[config.mk]
export PLATFORM = sky130hd
export DESIGN_NAME = mul_cell_combine
export DESIGN_NICKNAME = d
export VERILOG_FILES = /design/src/rtl/mul_cell_combine_pkg.sv /design/src/rtl/mul_cell_combine_add64.sv /design/src/rtl/mul_cell_combine.sv
export SDC_FILE = /design/constraint.sdc
export NUM_CORES = 1
export LEC_CHECK = 0
export BUFFER_PORTS_ARGS = -buffer_cell sky130_fd_sc_hd__buf_2
export CORE_MARGIN = 2
export CORE_UTILIZATION = 30
export CTS_BUF_LIST = sky130_fd_sc_hd__clkbuf_4 sky130_fd_sc_hd__clkbuf_8 sky130_fd_sc_hd__clkbuf_16
export DETAILED_ROUTE_END_ITERATION = 8
export PLACE_DENSITY_LB_ADDON = 0.12
export SLEW_MARGIN = 20
export SYNTH_ARGS = -nofsm -noshare
export SYNTH_HDL_FRONTEND = slang
export SYNTH_SLANG_ARGS = --single-unit
[constraint.sdc]
create_clock -name clk -period 6.9 [get_ports clk]
set_clock_uncertainty 0.2 [all_clocks]
set_input_delay 1.38 -clock clk [delete_from_list [all_inputs] [get_ports clk]]
set_output_delay 1.38 -clock clk [all_outputs]
set_load 0.1 [all_outputs]
[src/rtl/mul_cell_combine_pkg.sv]
// Shared multiplier-combine definitions: tag width, S1 stage record,
// result-word select and the 34-bit extension helper used by the mid adder.
package mul_cell_combine_pkg;

    localparam int MUL_TAG_W = 5;
    localparam int MUL_MID_W = 34;

    // Which 32-bit half of the 64-bit product is returned.
    typedef enum logic {
        MUL_LO = 1'b0,
        MUL_HI = 1'b1
    } mul_sel_e;

    // Contents of the first pipeline stage.
    typedef struct packed {
        logic                  valid;
        mul_sel_e              hi;
        logic [MUL_TAG_W-1:0]  dst;
        logic [31:0]           p1;
        logic [31:0]           p4;
        logic [MUL_MID_W-1:0]  mid;
    } mul_s1_t;

    // Widen a 32-bit partial product to 34 bits, sign- or zero-extending.
    function automatic logic [MUL_MID_W-1:0] ext34(input logic [31:0] v, input logic s);
        return s ? {{2{v[31]}}, v} : {2'b00, v};
    endfunction

endpackage

[src/rtl/mul_cell_combine_add64.sv]
// Second pipeline stage: shift-adds the S1 record into the product and
// registers the selected word, tag and valid bit.
// MUL_CELL_COMBINE_HI_EN defined  : full 64-bit add, i_sel picks the word.
// MUL_CELL_COMBINE_HI_EN undefined: 32-bit add only; high-word requests
//                                   arrive already zeroed from S1.
module mul_cell_combine_add64
    import mul_cell_combine_pkg::*;
#(
    parameter int TAG_W = MUL_TAG_W
) (
    input  logic                 clk,
    input  logic                 reset,
    input  logic                 i_en,
    input  logic                 i_flush,
    input  logic                 i_valid,
    input  mul_sel_e             i_sel,
    input  logic [TAG_W-1:0]     i_dst,
    input  logic [31:0]          i_p1,
    input  logic [31:0]          i_p4,
    input  logic [MUL_MID_W-1:0] i_mid,
    output logic                 o_valid,
    output logic [31:0]          o_result,
    output logic [TAG_W-1:0]     o_dst
);

    logic             valid_d, valid_q;
    logic [31:0]      result_d, result_q;
    logic [TAG_W-1:0] dst_d, dst_q;
    logic [31:0]      word;

`ifdef MUL_CELL_COMBINE_HI_EN
    logic [63:0] prod;

    // {p4,p1} plus the sign-extended middle term at bit 16; p4 needs no
    // extension since its upper bits land above bit 63.
    assign prod = {i_p4, i_p1} + ({{(64 - MUL_MID_W){i_mid[MUL_MID_W-1]}}, i_mid} << 16);
    assign word = (i_sel == MUL_HI) ? prod[63:32] : prod[31:0];
`else
    logic unused_hi_path;

    // Only the low word exists; mid bits above 15 fall outside it.
    assign word           = i_p1 + {i_mid[15:0], 16'h0000};
    assign unused_hi_path = ^{i_sel, i_p4, i_mid[MUL_MID_W-1:16]};
`endif

    // Next-state: flush kills the valid bit even while stalled.
    always_comb begin
        valid_d  = valid_q;
        result_d = result_q;
        dst_d    = dst_q;
        if (i_flush) begin
            valid_d = 1'b0;
        end else if (i_en) begin
            valid_d  = i_valid;
            result_d = word;
            dst_d    = i_dst;
        end
    end

    // Stage registers with asynchronous clear.
    always_ff @(posedge clk or posedge reset) begin
        if (reset) begin
            valid_q  <= 1'b0;
            result_q <= '0;
            dst_q    <= '0;
        end else begin
            valid_q  <= valid_d;
            result_q <= result_d;
            dst_q    <= dst_d;
        end
    end

    assign o_valid  = valid_q;
    assign o_result = result_q;
    assign o_dst    = dst_q;

endmodule

[src/rtl/mul_cell_combine.sv]
// Combines the four 16x16 partial products of the multiplier cell into the
// selected 32-bit word of the 64-bit product over two enabled stages.
// Optional feature macro: MUL_CELL_COMBINE_HI_EN (high-word support).
// The S1 tag field is MUL_TAG_W wide; TAG_W is expected to equal it.
module mul_cell_combine
    import mul_cell_combine_pkg::*;
#(
    parameter int TAG_W = MUL_TAG_W
) (
    input  logic             clk,
    input  logic             reset,
    input  logic             i_en,
    input  logic             i_flush,
    input  logic             i_valid,
    input  logic             i_hi,
    input  logic             i_src1_signed,
    input  logic             i_src2_signed,
    input  logic [31:0]      i_p1,
    input  logic [31:0]      i_p2,
    input  logic [31:0]      i_p3,
    input  logic [31:0]      i_p4,
    input  logic [TAG_W-1:0] i_dst,
    output logic             o_valid,
    output logic [31:0]      o_result,
    output logic [TAG_W-1:0] o_dst,
    output logic             o_busy
);

    mul_s1_t s1_d, s1_q;

`ifndef MUL_CELL_COMBINE_HI_EN
    logic unused_p4;
    assign unused_p4 = ^i_p4;
`endif

    // S1 next-state: middle-term add kept here so S2 only does the wide add.
    always_comb begin
        s1_d = s1_q;
        if (i_flush) begin
            s1_d.valid = 1'b0;
        end else if (i_en) begin
            s1_d.valid = i_valid;
            s1_d.dst   = MUL_TAG_W'(i_dst);
            s1_d.p1    = i_p1;
            s1_d.mid   = ext34(i_p2, i_src2_signed) + ext34(i_p3, i_src1_signed);
`ifdef MUL_CELL_COMBINE_HI_EN
            s1_d.hi    = i_hi ? MUL_HI : MUL_LO;
            s1_d.p4    = i_p4;
`else
            // High word unsupported: zero the operands so S2 yields 0.
            s1_d.hi    = MUL_LO;
            s1_d.p4    = '0;
            if (i_hi) begin
                s1_d.p1  = '0;
                s1_d.mid = '0;
            end
`endif
        end
    end

    // S1 register with asynchronous clear.
    always_ff @(posedge clk or posedge reset) begin
        if (reset) begin
            s1_q <= '0;
        end else begin
            s1_q <= s1_d;
        end
    end

    mul_cell_combine_add64 #(
        .TAG_W (TAG_W)
    ) u_add64 (
        .clk      (clk),
        .reset    (reset),
        .i_en     (i_en),
        .i_flush  (i_flush),
        .i_valid  (s1_q.valid),
        .i_sel    (s1_q.hi),
        .i_dst    (TAG_W'(s1_q.dst)),
        .i_p1     (s1_q.p1),
        .i_p4     (s1_q.p4),
        .i_mid    (s1_q.mid),
        .o_valid  (o_valid),
        .o_result (o_result),
        .o_dst    (o_dst)
    );

    assign o_busy = s1_q.valid | o_valid;

endmodule

# Word-level counts from Yosys, hierarchy flattened
# Index checks and enable logic that the tools add are counted.
dict set report word_totals {
  in_bits 141
  out_inout_bits 39
  wordCells 21
  ff_bits 110
}
dict set report classes {
  bitwise_logic 2
  addsub 2
  n_reduce_logical 2
  n_mux 8
}
# op count
set op_table {}
lappend op_table {{$mux 105} 1}
lappend op_table {{$mux 34} 3}
lappend op_table {{$add 34x34->34} 1}
lappend op_table {{$add 32x32->32} 1}
lappend op_table {{$mux 32} 1}
lappend op_table {{$mux 1} 3}
lappend op_table {{$reduce_and 2->1} 1}
lappend op_table {{$reduce_bool 2->1} 1}
lappend op_table {{$not 1->1} 1}
lappend op_table {{$or 1x1->1} 1}

# Longest topological paths before layout
dict set report depth {
  depth_word 5
  depth_mapped 9
  depth_no_buf 9
}

# Cells and area by module
# Synthesis repeated with hierarchy kept, for this count alone.
dict set report unflattened {
  hier_cells 798
  area_unflattened_um2 6895.4
}
# module cells_per_inst area_per_inst_um2 n_inst
set by_module_without_submodules {}
lappend by_module_without_submodules {mul_cell_combine 543 4700.8 1}
lappend by_module_without_submodules {mul_cell_combine_add64 255 2194.6 1}

# Worst setup path after synthesis
# OpenSTA, ideal clock, no wires.
dict set report synth_path {
  path_type {input to register}
  from {input port i_p2[0]}
  to {register s1_q[8] (netlist bit)}
  required_time_ns 6.578
  arrival_ns 3.102
  setup_slack_ns 3.477
  path_stages 9
  path_cell_list {ha_1 -> inv_1 -> fa_1 -> nand2b_1 -> a21oi_1 -> o31ai_1 -> a21boi_0 -> or3_2 -> a32o_1}
}
dict set report synth_between {
  elab_chain_len 3
}
# element line
set synth_rtl {}
lappend synth_rtl {{start: declaration} mul_cell_combine.sv:19} ;# input logic [31:0] i_p2,
lappend synth_rtl {{$mux 34} mul_cell_combine_pkg.sv:26} ;# return s ? {{2{v[31]}}, v} : {2'b00, v};
lappend synth_rtl {{$add 34x34->34} mul_cell_combine.sv:45} ;# s1_d.mid = ext34(i_p2, i_src2_signed) + ext34(i_p3, i_src1_signed);
lappend synth_rtl {{$mux 34} mul_cell_combine.sv:53} ;# if (i_hi) begin
lappend synth_rtl {{end signal: assignment} mul_cell_combine.sv:64} ;# s1_q <= '0;
lappend synth_rtl {{end signal: assignment} mul_cell_combine.sv:66} ;# s1_q <= s1_d;
lappend synth_rtl {{end: declaration} mul_cell_combine.sv:29} ;# mul_s1_t s1_d, s1_q;
# No other way between the ends.
# A chain may end at the register's enable or synchronous reset.

# Final worst setup path
# Ends and elaborated chain as after synthesis.

==> run summary <==
The run finished with clean final reports. For this configuration, the core starts out at a cell density of 0.304. The peak supply drop came out at 0.103 mV. The tree is rooted in a clkbuf_16.

The remaining routing DRC violations came out at 0. The finished cells cover 6050 µm². The cell type with the highest aggregate area in the netlist is dfrtp_1.

The routability-driven placement congestion ratio came out at 0.853. The floorplan row count is 47. The number of cells traversed by the worst hold path is 2.

Leaving out fill and tap cells, the most frequent cell in the layout is nand2_1. The number of nets produced by synthesis is 729. In the layout the commonest cells are nand2_1 (145), buf_2 (113), dfrtp_1 (92). The number of cells produced by synthesis came out at 556. STA classifies the critical path endpoint as a flip-flop. On the worst path, the slowest cell contributes a delay of 0.42 ns. The worst endpoint data arrival time came out at 3.50 ns. Static timing analysis puts the maximum clock frequency at 0.288 GHz. The overall track demand over capacity in global routing came out at 0.136.

Entering global routing, the biggest net connects 90 pins. After detailed routing, the total wire length is 11800 µm. The max-slew violation count is 0. Setup repair after global routing left no endpoint under its margin. The worst hold slack came out at 0.267 ns. The type of the tightest min-delay check is reg2reg. The clock insertion delay at the later pin of the skew report is 0.34 ns. The transition time at the pin with the least slew margin is 0.883 ns.

The count of port buffers added during placement is 113. The total cell area at the placement stage is 5760 µm². The buffers plus inverters on the worst setup path is 2.

The area fraction of the dominant cell type after synthesis came out at 0.462. Counting flops with an async set or reset pin after synthesis yields a share of 1.00. The area of the core came out at 16400 µm². 0 antenna diodes ended up in the layout. For this run, the post-layout net count is 830. The clock passes through at most 2 buffers.

The power density normalized to cell area is 305 nW/µm². The final global-route overflow total came out at 0. The final route contains 4065 vias. The die area is 17600 µm². In this run the horizontal extent of the chip is 133 µm.

Clock-pin slew was measured on the worst setup and hold paths at 0.06 ns. The total of fill cells in the finished design came out at 1735. The number of clock sinks is 92. The final setup violation count came out at 0. The die boundary height came out at 133 µm. The via count of the first global-routing pass came out at 3886. The post-synthesis instance area is 4980 µm².

The post-route minimum period is 3.47 ns. The max-cap check violation count came out at 0. The worst path required time is 6.92 ns.

The share of the Yosys chip area taken by registers is 0.462. The most frequently used flop master after synthesis is dfrtp_1. During I/O placement, the number of pins put on the boundary was 180. The count of H-tree levels built during CTS is 3.

During synthesis, Yosys emitted a total of 0 warnings. The count of distinct cell types in the synthesized netlist came out at 47. The detailed router finished its first iteration with 119 violations. Of all nets on the critical path, the largest fanout is 4. In this run the remaining antenna-violating nets after routing total 0. Ranked by total cell area, the synthesized netlist is headed by dfrtp_1 (46%), nand2_1 (11%), ha_1 (7.5%).

The aggregate negative setup slack came out at 0 ns. The number of hold violations in the final report came out at 0. The largest individual stage delay along the critical path comes from the cell or3_2. The number of search-and-repair iterations in the first detailed-routing pass came out at 4. The half-perimeter wire length after placement is 8470 µm. The final period utilization is 0.503. The nature of the critical path startpoint is an input pin. A synthesized cell averages 8.96 µm². The max-slew headroom at the worst pin came out at 0.411. The logic depth of the worst setup path including buffers came out at 10.

The area added between synthesis and finish is 21.5%. The share of final-layout standard cells stronger than drive strength 1 came out at 0.210. The number of antenna violations at the first check in global routing came to 0. Buffers inserted to repair hold after CTS numbered 0.

The number of buffers inserted during clock tree synthesis came out at 9. Synthesis inferred 92 register bits. TritonCTS built the clock tree. The detailed-route vias per instance is 4.61. The buffers inserted during post-CTS setup optimization came out at 0. The cell family contributing the most delay on the critical path is compound AO/OA/AOI/OAI gates. The critical path goes through buf_2 > ha_1 > inv_1 > fa_1 > nand2b_1 > a21oi_1 > o31ai_1 > a21boi_0 > or3_2 > a32o_1.

In this run the static leakage power is 3.10 nW. The number of enable flip-flop cells after synthesis came out at 0. The global-route wire length before repair is 19200 µm. The depth of the most critical reg-to-reg path is 8. The average wire per standard cell is 13.3 µm. The type of the worst setup path is in2reg. The number of gates resized after CTS was 0.
[sequential cells by signal (all words and copies together) (netlist names)]
signal            flops
s1_q                 54
u_add64.o_valid       1
u_add64.o_result     32
u_add64.o_dst         5
[metal layers]
metal / track usage / up-vias / part of all wire
li1: - / 2125 / -
met1: 0.188 / 1809 / 0.50
met2: 0.205 / 111 / 0.43
met3: 0.0257 / 20 / 0.044
met4: 0.0663 / 0 / 0.027
met5: 0 / - / 0
[cells in the mapped netlist (9+ instances only)]
library cell	n
ha_1	30
o21ai_0	62
nand2_1	145
a21oi_1	20
dfrtp_1	92
nand2b_1	40
a21o_1	14
xnor2_1	11
xor2_1	9
clkbuf_1	24
nor2_1	22
[final timing paths]
path / from / end / slack [ns]
worst max-delay path: i_p2[0] / s1_q[8]$_DFFE_PP0P_ / 3.43
worst min register to register: s1_q[79]$_DFFE_PP0P_ / u_add64.o_result[13]$_DFFE_PP0P_ / 0.27
min in group asynchronous: reset / s1_q[104]$_DFFE_PP0P_ / 0.85
worst min-delay path: s1_q[79]$_DFFE_PP0P_ / u_add64.o_result[13]$_DFFE_PP0P_ / 0.27
worst max register to register: s1_q[0]$_DFFE_PP0P_ / u_add64.o_result[30]$_DFFE_PP0P_ / 4.11
max in group asynchronous: reset / u_add64.o_result[3]$_DFFE_PP0P_ / 4.54
[layout make-up]
class,count,area (µm²),area share
multi-input cells,430,2560,0.423
flip-flops and latches,92,2300,0.380
repair buffers,116,588,0.0972
clock buffers,15,289,0.0478
well taps,220,275,0.0455
inverters,8,32.5,0.00538
clock inverters,1,5.00,0.000827
[logic make-up (layout without fill, tap and decap cells)]
logic type                 Yosys count  in the layout  synth area share
AOI/OAI and AO/OA                  145            145             0.183
xor gates and xnor gates            20             20            0.0352
muxes                                2              2           0.00402
and+or+nand+nor                    231            231             0.206
DFF                                 92             92             0.462
adders and majority gates           32             32            0.0834
buffers and inverters               34            140            0.0256
[where the power goes]
part	leakage [nW]	internal [mW]	total, mW	switching, mW
Clock	0.150	0.286	0.486	0.201
Combinational	1.76	0.160	0.692	0.532
Sequential	1.20	0.622	0.669	0.0467
[tightest hold or removal path, stage by stage, from the launching register on]
cell and delay [ns]:
dfrtp_1 0.34, nand2_1 0.05, nand2_1 0.05
[metrics by stage]
stage / utilization / std cells / setup slack [ns] / power, mW
finish: 0.369 / 882 / 3.43 / 1.85
global route: 0.369 / 882 / 3.22 / 1.95
CTS: 0.369 / 882 / 3.39 / 1.88
detailed placement: 0.351 / 866 / 3.02 / 1.38
global placement: 0.351 / 866 / 3.08 / 1.37
floorplan: - / 556 / 2.93 / 1.23
Power figures use the tool's default switching activity.
